File: src/rtl/rr_arbiter8_enc.sv
// -----------------------------------------------------------------------------
// rr_arbiter8_enc
//
// Round-robin arbiter that shares one downstream resource between eight
// requesters. The winner is presented as a registered one-hot grant together
// with its 3-bit binary index, so a shared 8-to-3 select path can be steered
// directly from gnt_idx without a separate encoder stage.
//
// Fairness: the search for a winner begins at the round-robin pointer and
// walks upward modulo 8. An owner keeps the grant while it keeps requesting,
// but never for more than HOLD_MAX consecutive cycles. When a grant ends, the
// pointer moves to the slot just after the previous owner.
//
// Parameters
//   HOLD_MAX  maximum consecutive cycles one requester may own the grant
//             (1..16; 1 rotates every cycle)
//   CW        width of the hold counter (derived from HOLD_MAX, leave as is)
//
// Ports
//   clk        rising-edge clock
//   rst        synchronous active-high reset, overrides all other activity
//   req[7:0]   level-sensitive request lines, bit n = requester n
//   grant[7:0] registered one-hot grant, all zero when idle
//   gnt_idx    registered binary index of the owner, 0 when idle
//   gnt_valid  registered, high whenever grant is non-zero
// -----------------------------------------------------------------------------
module rr_arbiter8_enc #(
   parameter int HOLD_MAX = 4,
   parameter int CW       = $clog2(HOLD_MAX) + 1
) (
   input  logic       clk,
   input  logic       rst,
   input  logic [7:0] req,
   output logic [7:0] grant,
   output logic [2:0] gnt_idx,
   output logic       gnt_valid
);

   typedef enum logic [0:0] {
      IDLE  = 1'b0,
      GRANT = 1'b1
   } state_t;

   // Last legal hold count; reaching it forces a release on the next edge.
   localparam logic [CW-1:0] HOLD_LAST = CW'(HOLD_MAX - 1);

   // ---------------------------------------------------------------------------
   // Helper functions
   // ---------------------------------------------------------------------------

   // Round-robin pick: returns {found, index}. The loop walks offsets from the
   // farthest to the nearest, so the nearest set bit (starting at p) is the
   // last assignment and therefore the one that sticks.
   function automatic logic [3:0] rr_pick(input logic [7:0] r, input logic [2:0] p);
      logic [3:0] res;
      logic [2:0] k;
      res = 4'b0000;
      for (int i = 7; i >= 0; i--) begin
         k = p + 3'(i);
         if (r[k]) begin
            res = {1'b1, k};
         end else begin
            res = res;
         end
      end
      return res;
   endfunction

   // Binary index to one-hot vector; grant is always derived from the index so
   // the two outputs can never disagree.
   function automatic logic [7:0] idx_to_onehot(input logic [2:0] idx);
      return 8'b0000_0001 << idx;
   endfunction

   // ---------------------------------------------------------------------------
   // State and output registers
   // ---------------------------------------------------------------------------
   state_t        state_r;
   logic [2:0]    ptr_r;
   logic [CW-1:0] hold_cnt_r;
   logic [7:0]    grant_r;
   logic [2:0]    gnt_idx_r;
   logic          gnt_valid_r;

   // Next-state values
   state_t        state_s;
   logic [2:0]    ptr_s;
   logic [CW-1:0] hold_cnt_s;
   logic [7:0]    grant_s;
   logic [2:0]    gnt_idx_s;
   logic          gnt_valid_s;

   // Search / release helpers
   logic [2:0]    search_ptr_s;
   logic [3:0]    pick_s;
   logic          win_found_s;
   logic [2:0]    win_idx_s;
   logic          release_s;

   // Search start: in GRANT the search only matters on a release, where it must
   // use the pointer value being written on this edge (owner + 1), not the old one.
   always_comb begin
      search_ptr_s = ptr_r;
      if (state_r == GRANT) begin
         search_ptr_s = gnt_idx_r + 3'd1;
      end else begin
         search_ptr_s = ptr_r;
      end
   end

   // Combinational winner search and release detection.
   always_comb begin
      pick_s      = rr_pick(req, search_ptr_s);
      win_found_s = pick_s[3];
      win_idx_s   = pick_s[2:0];
      release_s   = 1'b0;
      if (state_r == GRANT) begin
         release_s = (req[gnt_idx_r] == 1'b0) || (hold_cnt_r == HOLD_LAST);
      end else begin
         release_s = 1'b0;
      end
   end

   // Next-state and next-output logic for the IDLE/GRANT controller.
   always_comb begin
      state_s     = state_r;
      ptr_s       = ptr_r;
      hold_cnt_s  = hold_cnt_r;
      grant_s     = grant_r;
      gnt_idx_s   = gnt_idx_r;
      gnt_valid_s = gnt_valid_r;

      case (state_r)
         IDLE: begin
            if (win_found_s) begin
               state_s     = GRANT;
               grant_s     = idx_to_onehot(win_idx_s);
               gnt_idx_s   = win_idx_s;
               gnt_valid_s = 1'b1;
               hold_cnt_s  = '0;
            end else begin
               state_s     = IDLE;
               grant_s     = 8'h00;
               gnt_idx_s   = 3'd0;
               gnt_valid_s = 1'b0;
               hold_cnt_s  = '0;
            end
         end

         GRANT: begin
            if (release_s) begin
               ptr_s = gnt_idx_r + 3'd1;
               if (win_found_s) begin
                  // Hand over on the same edge: no idle bubble between owners.
                  state_s     = GRANT;
                  grant_s     = idx_to_onehot(win_idx_s);
                  gnt_idx_s   = win_idx_s;
                  gnt_valid_s = 1'b1;
                  hold_cnt_s  = '0;
               end else begin
                  state_s     = IDLE;
                  grant_s     = 8'h00;
                  gnt_idx_s   = 3'd0;
                  gnt_valid_s = 1'b0;
                  hold_cnt_s  = '0;
               end
            end else begin
               hold_cnt_s = hold_cnt_r + CW'(1);
            end
         end

         default: begin
            // Unreachable encoding: fall back to a clean idle state.
            state_s     = IDLE;
            ptr_s       = 3'd0;
            grant_s     = 8'h00;
            gnt_idx_s   = 3'd0;
            gnt_valid_s = 1'b0;
            hold_cnt_s  = '0;
         end
      endcase
   end

   // State, pointer, counter and output registers with synchronous reset.
   always_ff @(posedge clk) begin
      if (rst) begin
         state_r     <= IDLE;
         ptr_r       <= 3'd0;
         hold_cnt_r  <= '0;
         grant_r     <= 8'h00;
         gnt_idx_r   <= 3'd0;
         gnt_valid_r <= 1'b0;
      end else begin
         state_r     <= state_s;
         ptr_r       <= ptr_s;
         hold_cnt_r  <= hold_cnt_s;
         grant_r     <= grant_s;
         gnt_idx_r   <= gnt_idx_s;
         gnt_valid_r <= gnt_valid_s;
      end
   end

   assign grant     = grant_r;
   assign gnt_idx   = gnt_idx_r;
   assign gnt_valid = gnt_valid_r;

endmodule
File: config.mk
export PLATFORM = sky130hd
export DESIGN_NAME = rr_arbiter8_enc
export DESIGN_NICKNAME = d
export VERILOG_FILES = /design/src/rtl/rr_arbiter8_enc.sv
export SDC_FILE = /design/constraint.sdc
export NUM_CORES = 1
export LEC_CHECK = 0
export CELL_PAD_IN_SITES_DETAIL_PLACEMENT = 2
export CELL_PAD_IN_SITES_GLOBAL_PLACEMENT = 2
export CORE_ASPECT_RATIO = 1.1
export CORE_MARGIN = 4
export CORE_UTILIZATION = 34
export CTS_CLUSTER_DIAMETER = 150
export CTS_CLUSTER_SIZE = 20
export DETAILED_ROUTE_END_ITERATION = 6
export GPL_ROUTABILITY_DRIVEN = 0
export PLACE_DENSITY_LB_ADDON = 0.1
export SKIP_LAST_GASP = 1
export SYNTH_ARGS = -nofsm -noshare
export SYNTH_HDL_FRONTEND = slang
export SYNTH_SLANG_ARGS = --single-unit
File: constraint.sdc
create_clock -name clk -period 3.7 [get_ports clk]
set_input_delay 0.37 -clock clk [delete_from_list [all_inputs] [get_ports clk]]
set_output_delay 0.37 -clock clk [all_outputs]
set_load 0.05 [all_outputs]
# Word level (Yosys, flattened, before mapping)
# Cells that the tools add are included.
[classes]
n_mux = 41
n_lt_le_gt_ge = 9
addsub = 9
n_bitwise = 2
n_eq_ne = 2
n_reduce_logical = 2
shift = 1
[ops]
columns = ["cell", "count"]
rows = [
  ["3-bit by 4-bit < comparator with 1-bit output (second input constant)", 9],
  ["4-bit 2-to-1 mux", 8],
  ["1-bit binary-select mux with 3-bit select", 9],
  ["8-bit 2-to-1 mux", 2],
  ["8-bit case mux with 2 select lines", 1],
  ["1-bit 2-to-1 mux", 13],
  ["3-bit adder (second input constant)", 4],
  ["3-bit 2-to-1 mux", 4],
  ["3-bit case mux with 2 select lines", 2],
  ["3-bit by 1-bit adder with 3-bit output (second input constant)", 3],
  ["1-bit by 3-bit left shift with 8-bit output (first input constant)", 1],
  ["3-bit by 2-bit adder with 3-bit output (second input constant)", 2],
  ["1-bit case mux with 2 select lines", 2],
  ["3-bit by 2-bit == test with 1-bit output (second input constant)", 1],
  ["2-bit by 1-bit inequality test with 1-bit output (second input constant)", 1],
  ["1-bit NOT", 2],
  ["2-bit AND reduction", 1],
  ["1-bit logical OR", 1],
]
[totals]
register_bits = 19
word_cells = 72
input_bits = 10
out_inout_bits = 12

# Longest topological paths before layout
[logic_depth]
ltp_word = 17
mapped_depth = 13

# Worst setup path after synthesis
# No wires, ideal clock.
[synth_path]
path_type = "register to register"
start = "reg gnt_idx_r[0] (netlist: gnt_idx[0])"
end = "reg grant_r[0] (netlist: grant[0])"
path_slack_ns = -0.048
arrival_ns = 3.630
setup_time_ns = 0.117
path_stages_with_launch = 13
path_cell_list = "dfxtp_1 -> ha_1 -> mux2_2 -> inv_1 -> clkbuf_1 -> ha_1 -> xnor2_2 -> mux2i_1 -> mux2_2 -> a2111oi_2 -> o221ai_1 -> o21a_4 -> a32o_1"
[synth_via]
elab_chain_cells = 17
word_cells_on_any_way = 43
classes_between = "add/sub: 8; eq/ne: 1; shift: 1; mux: 31; bitwise: 1; reduce/logical: 1"
[synth_rtl]
columns = ["item", "line", "text"]
rows = [
  ["start: declaration", "82", "logic [2:0] gnt_idx_r;"],
  ["start signal: assignment", "198", "gnt_idx_r <= gnt_idx_s;"],
  ["3-bit by 1-bit adder with 3-bit output", "105", "search_ptr_s = gnt_idx_r + 3'd1;"],
  ["3-bit 2-to-1 mux", "104", "if (state_r == GRANT) begin"],
  ["3-bit adder", "59", "k = p + 3'(i);"],
  ["1-bit binary-select mux with 3-bit select", "60", "if (r[k]) begin"],
  ["1-bit 2-to-1 mux (not written as such)", "60", ""],
  ["4-bit 2-to-1 mux (8 in series)", "60", ""],
  ["1-bit by 3-bit left shift with 8-bit output", "72", "return 8'b0000_0001 << idx;"],
  ["8-bit 2-to-1 mux", "135, 153", ""],
  ["8-bit 2-to-1 mux", "151", "if (release_s) begin"],
  ["8-bit case mux with 2 select lines", "133", "case (state_r)"],
  ["end signal: assignment", "197", "grant_r <= grant_s;"],
  ["end: declaration", "81", "logic [7:0] grant_r;"],
]
# Several ways; a longest one is shown, not always the timed one. The select of a mux whose other input is x is not followed.
# A chain may end at the register's enable or synchronous reset.

# Worst setup path in the final report
[layout_path]
start = "reg gnt_idx_r[0] (netlist: gnt_idx[0])"
end = "reg grant_r[4] (netlist: grant[4])"
# Same word-level chain as after synthesis.

==> results_dict.tcl <==
set metrics [dict create \
    worstHoldPathCells 1 \
    endpoint_kind "flip-flop" \
    worst_slack_ns 0.2666 \
    crit_path_max_fanout 9 \
    gr-total-overflow 0 \
    yosysWarnings 0 \
    cts_resized 0 \
    max_stage_delay_ns 0.49 \
    dp_hpwl_um 4739 \
    fin_tns_setup_ns 0 \
    crit_top_cell "ha_1" \
    ctsHtreeMaxLevel 1 \
    hold_class "reg -> reg" \
    drt_pass1_iterations 4 \
    arrival_ns 3.59 \
    rsz0062_at_grt "no" \
    first_global_vias 1785 \
    postSynthNetCount 198 \
    hold_viol 0 \
    synthTopCellsByCount "dfxtp_1, mux2i_1, nand2_1" \
    cts-root-buf "clkbuf_8" \
    critPathKind "reg -> reg" \
    slew_viol_final 0 \
    syn_area_per_cell_um2 9.333 \
    fillers 522 \
    tightest_slew_ns 0.6686 \
    die_w_um 75.58 \
    antenna_found_initial 0 \
    r2r_start "gnt_idx[0]$_SDFFE_PP0P_" \
    area_growth_pct 21.39 \
    outcome "finished, final reports clean" \
    synth_cells 183 \
    portBuffers 21 \
    die_h_um 82.34 \
    drt_wl_total_um 5930 \
    drive_gt1_frac 0.1991 \
    period_minus_slack_ns 3.433 \
    ctsHoldBuffers 0 \
    fin_crit_sh 0.9280 \
    slew_headroom 0.5496 \
    initial_core_util 0.3596 \
    r2r_end "grant[4]$_SDFFE_PP0P_" \
    worstPathRequired_ns 3.85 \
    synth_edf_count 0 \
    synth.top_cell.area_share 0.2227 \
    synth_top_cell_by_area "dfxtp_1" \
    vias 1617 \
    clkLatencyLatePin_ns 0.26 \
    core_um2 4750 \
    multiInputGateArea_um2 1286 \
    r2r_slack_ns 0.27 \
    hold_end "hold_cnt_r[0]$_SDFF_PP0_" \
    final_nets 227 \
    ys.flop_type "dfxtp_1" \
    hold_slack_ns 0.4513 \
    min_from "hold_cnt_r[0]$_SDFF_PP0_" \
    synth.area.top_cells "dfxtp_1, mux2i_1, mux4_2" \
    report.final.setup_viol 0 \
    cts.sinks 19 \
    cts_tree "yes" \
    start_kind "flip-flop" \
    dp_slack_ns 0.2634 \
    antennaDiodeCount 0 \
    p_leak_nw 0.8141 \
    path_delay_family "compound AO/OA/AOI/OAI gates" \
    synth-async-reset-ratio 0 \
    yosys_register_bits 19 \
    worst-path-buf-inv 0 \
    postRouteAntennaNets 0 \
    grt_max_degree 15 \
    io_pins 22 \
    synth.most_common_cell "dfxtp_1" \
    r2r_cells 10 \
    vdd_drop_max_uv 426.6 \
    clkTransAtPathRegs_ns 0.07 \
    critPathSlowestCell "xnor2_1" \
    routedWlPerCell_um 22.21 \
    clk_path_buf_depth 2 \
    cts_made_buffers 3 \
    ff_latch_area_um2 382.9 \
    yosysSeqAreaShare 0.2227 \
    post-route-drc-count 0 \
    cts_setup_buffers 0 \
    viasPerCell 6.056 \
    path_cells "ha_1 -> mux2_2 -> ha_1 -> xnor2_1 -> mux2i_1 -> nand3_1 -> a21oi_1 -> o221ai_1 -> o21a_4 -> a32o_1" \
    clock_skew_ns 0.003306 \
    synth_area_um2 1708 \
    synth_cell_types 59 \
    grtUsageTotal 0.2088 \
    drv_cap 0 \
    power_density_nw_per_um2 1037 \
    drtIter0Drc 95 \
    grt_pass1_wl_um 9742 \
    num_rows 26 \
    fmax_mhz 291.3 \
    die_area_um2 6222 \
]
## final cells by class
class	instances	share of cell area
multi-input combinational	154	0.6204
clock inverter	1	0.002414
clock buffer	3	0.01992
sequential	19	0.1847
tap	56	0.03380
inverter	6	0.01207
timing repair buffer	28	0.1267
## how the worst max path moves through the flow
stage                                  from                     to  slack [ns]  depth (start not counted)
floorplan           gnt_idx[0]$_SDFFE_PP0P_  grant[0]$_SDFFE_PP0P_        0.20                         12
detailed placement  gnt_idx[0]$_SDFFE_PP0P_  grant[4]$_SDFFE_PP0P_        0.26                         10
CTS                 gnt_idx[0]$_SDFFE_PP0P_  grant[4]$_SDFFE_PP0P_        0.24                         10
finish              gnt_idx[0]$_SDFFE_PP0P_  grant[4]$_SDFFE_PP0P_        0.27                         10
global placement    gnt_idx[0]$_SDFFE_PP0P_  grant[6]$_SDFFE_PP0P_        0.38                         10
global route             state_r$_SDFF_PP0_  grant[4]$_SDFFE_PP0P_       0.004                         11
## report_power, final
| part | internal [W] | switching [W] |
|---|---|---|
| sequential | 0.000256 | 0.0000540 |
| combinational | 0.000677 | 0.00102 |
| clock | 0.0000751 | 0.0000722 |
| total | 0.00101 | 0.00114 |
## logic make-up (layout without fill, tap and decap cells)
kind of cell               count (synthesis)  count (layout)  share of synthesized area
xor gates and xnor gates                   6               6                    0.04396
DFF                                       19              19                     0.2227
adders and majority gates                  5               5                    0.03663
muxes                                     31              31                     0.2271
buffers and inverters                     10              38                    0.02418
AOI/OAI and AO/OA                         58              58                     0.2674
and+or+nand+nor                           54              54                     0.1780
## per-layer routing
metal  wire, µm  global-route usage
met5          0                   0
met4        172             0.07517
met3         68             0.01574
met2       3298              0.4033
met1       2390              0.2333
## registers in the layout, summed over array words and instances, names as in the netlist
signal	flops
gnt_idx	3
ptr_r	3
grant	8
hold_cnt_r	3
state_r	1
gnt_valid	1
## layout by cell type (no fill, tap or decap), drive strengths merged, types with 3 or more instances in the layout
cell type and count:
clkdlybuf4s50 21, mux2i 21, dfxtp 19, nand2 11
nor2 11, a21oi 9, o21ai 9, nand3 8
a32o 8, buf 7, mux2 6, inv 6
and2 5, ha 5, nor2b 5, mux4 4
a31oi 4, xnor2 4, o211ai 3, clkbuf 3
or3 3, o31ai 3
## per-stage QoR
stage                     power, W  cells  utilization  area, µm²
final                     0.002150    267       0.4365       2073
after global routing      0.002312    267       0.4365       2073
after CTS                 0.002160    267       0.4365       2073
after detailed placement  0.001999    263       0.4268       2027
after global placement    0.001934    263       0.4268       2027
after floorplan           0.001536    183            -       1710
(Power assumes the default switching activity.)
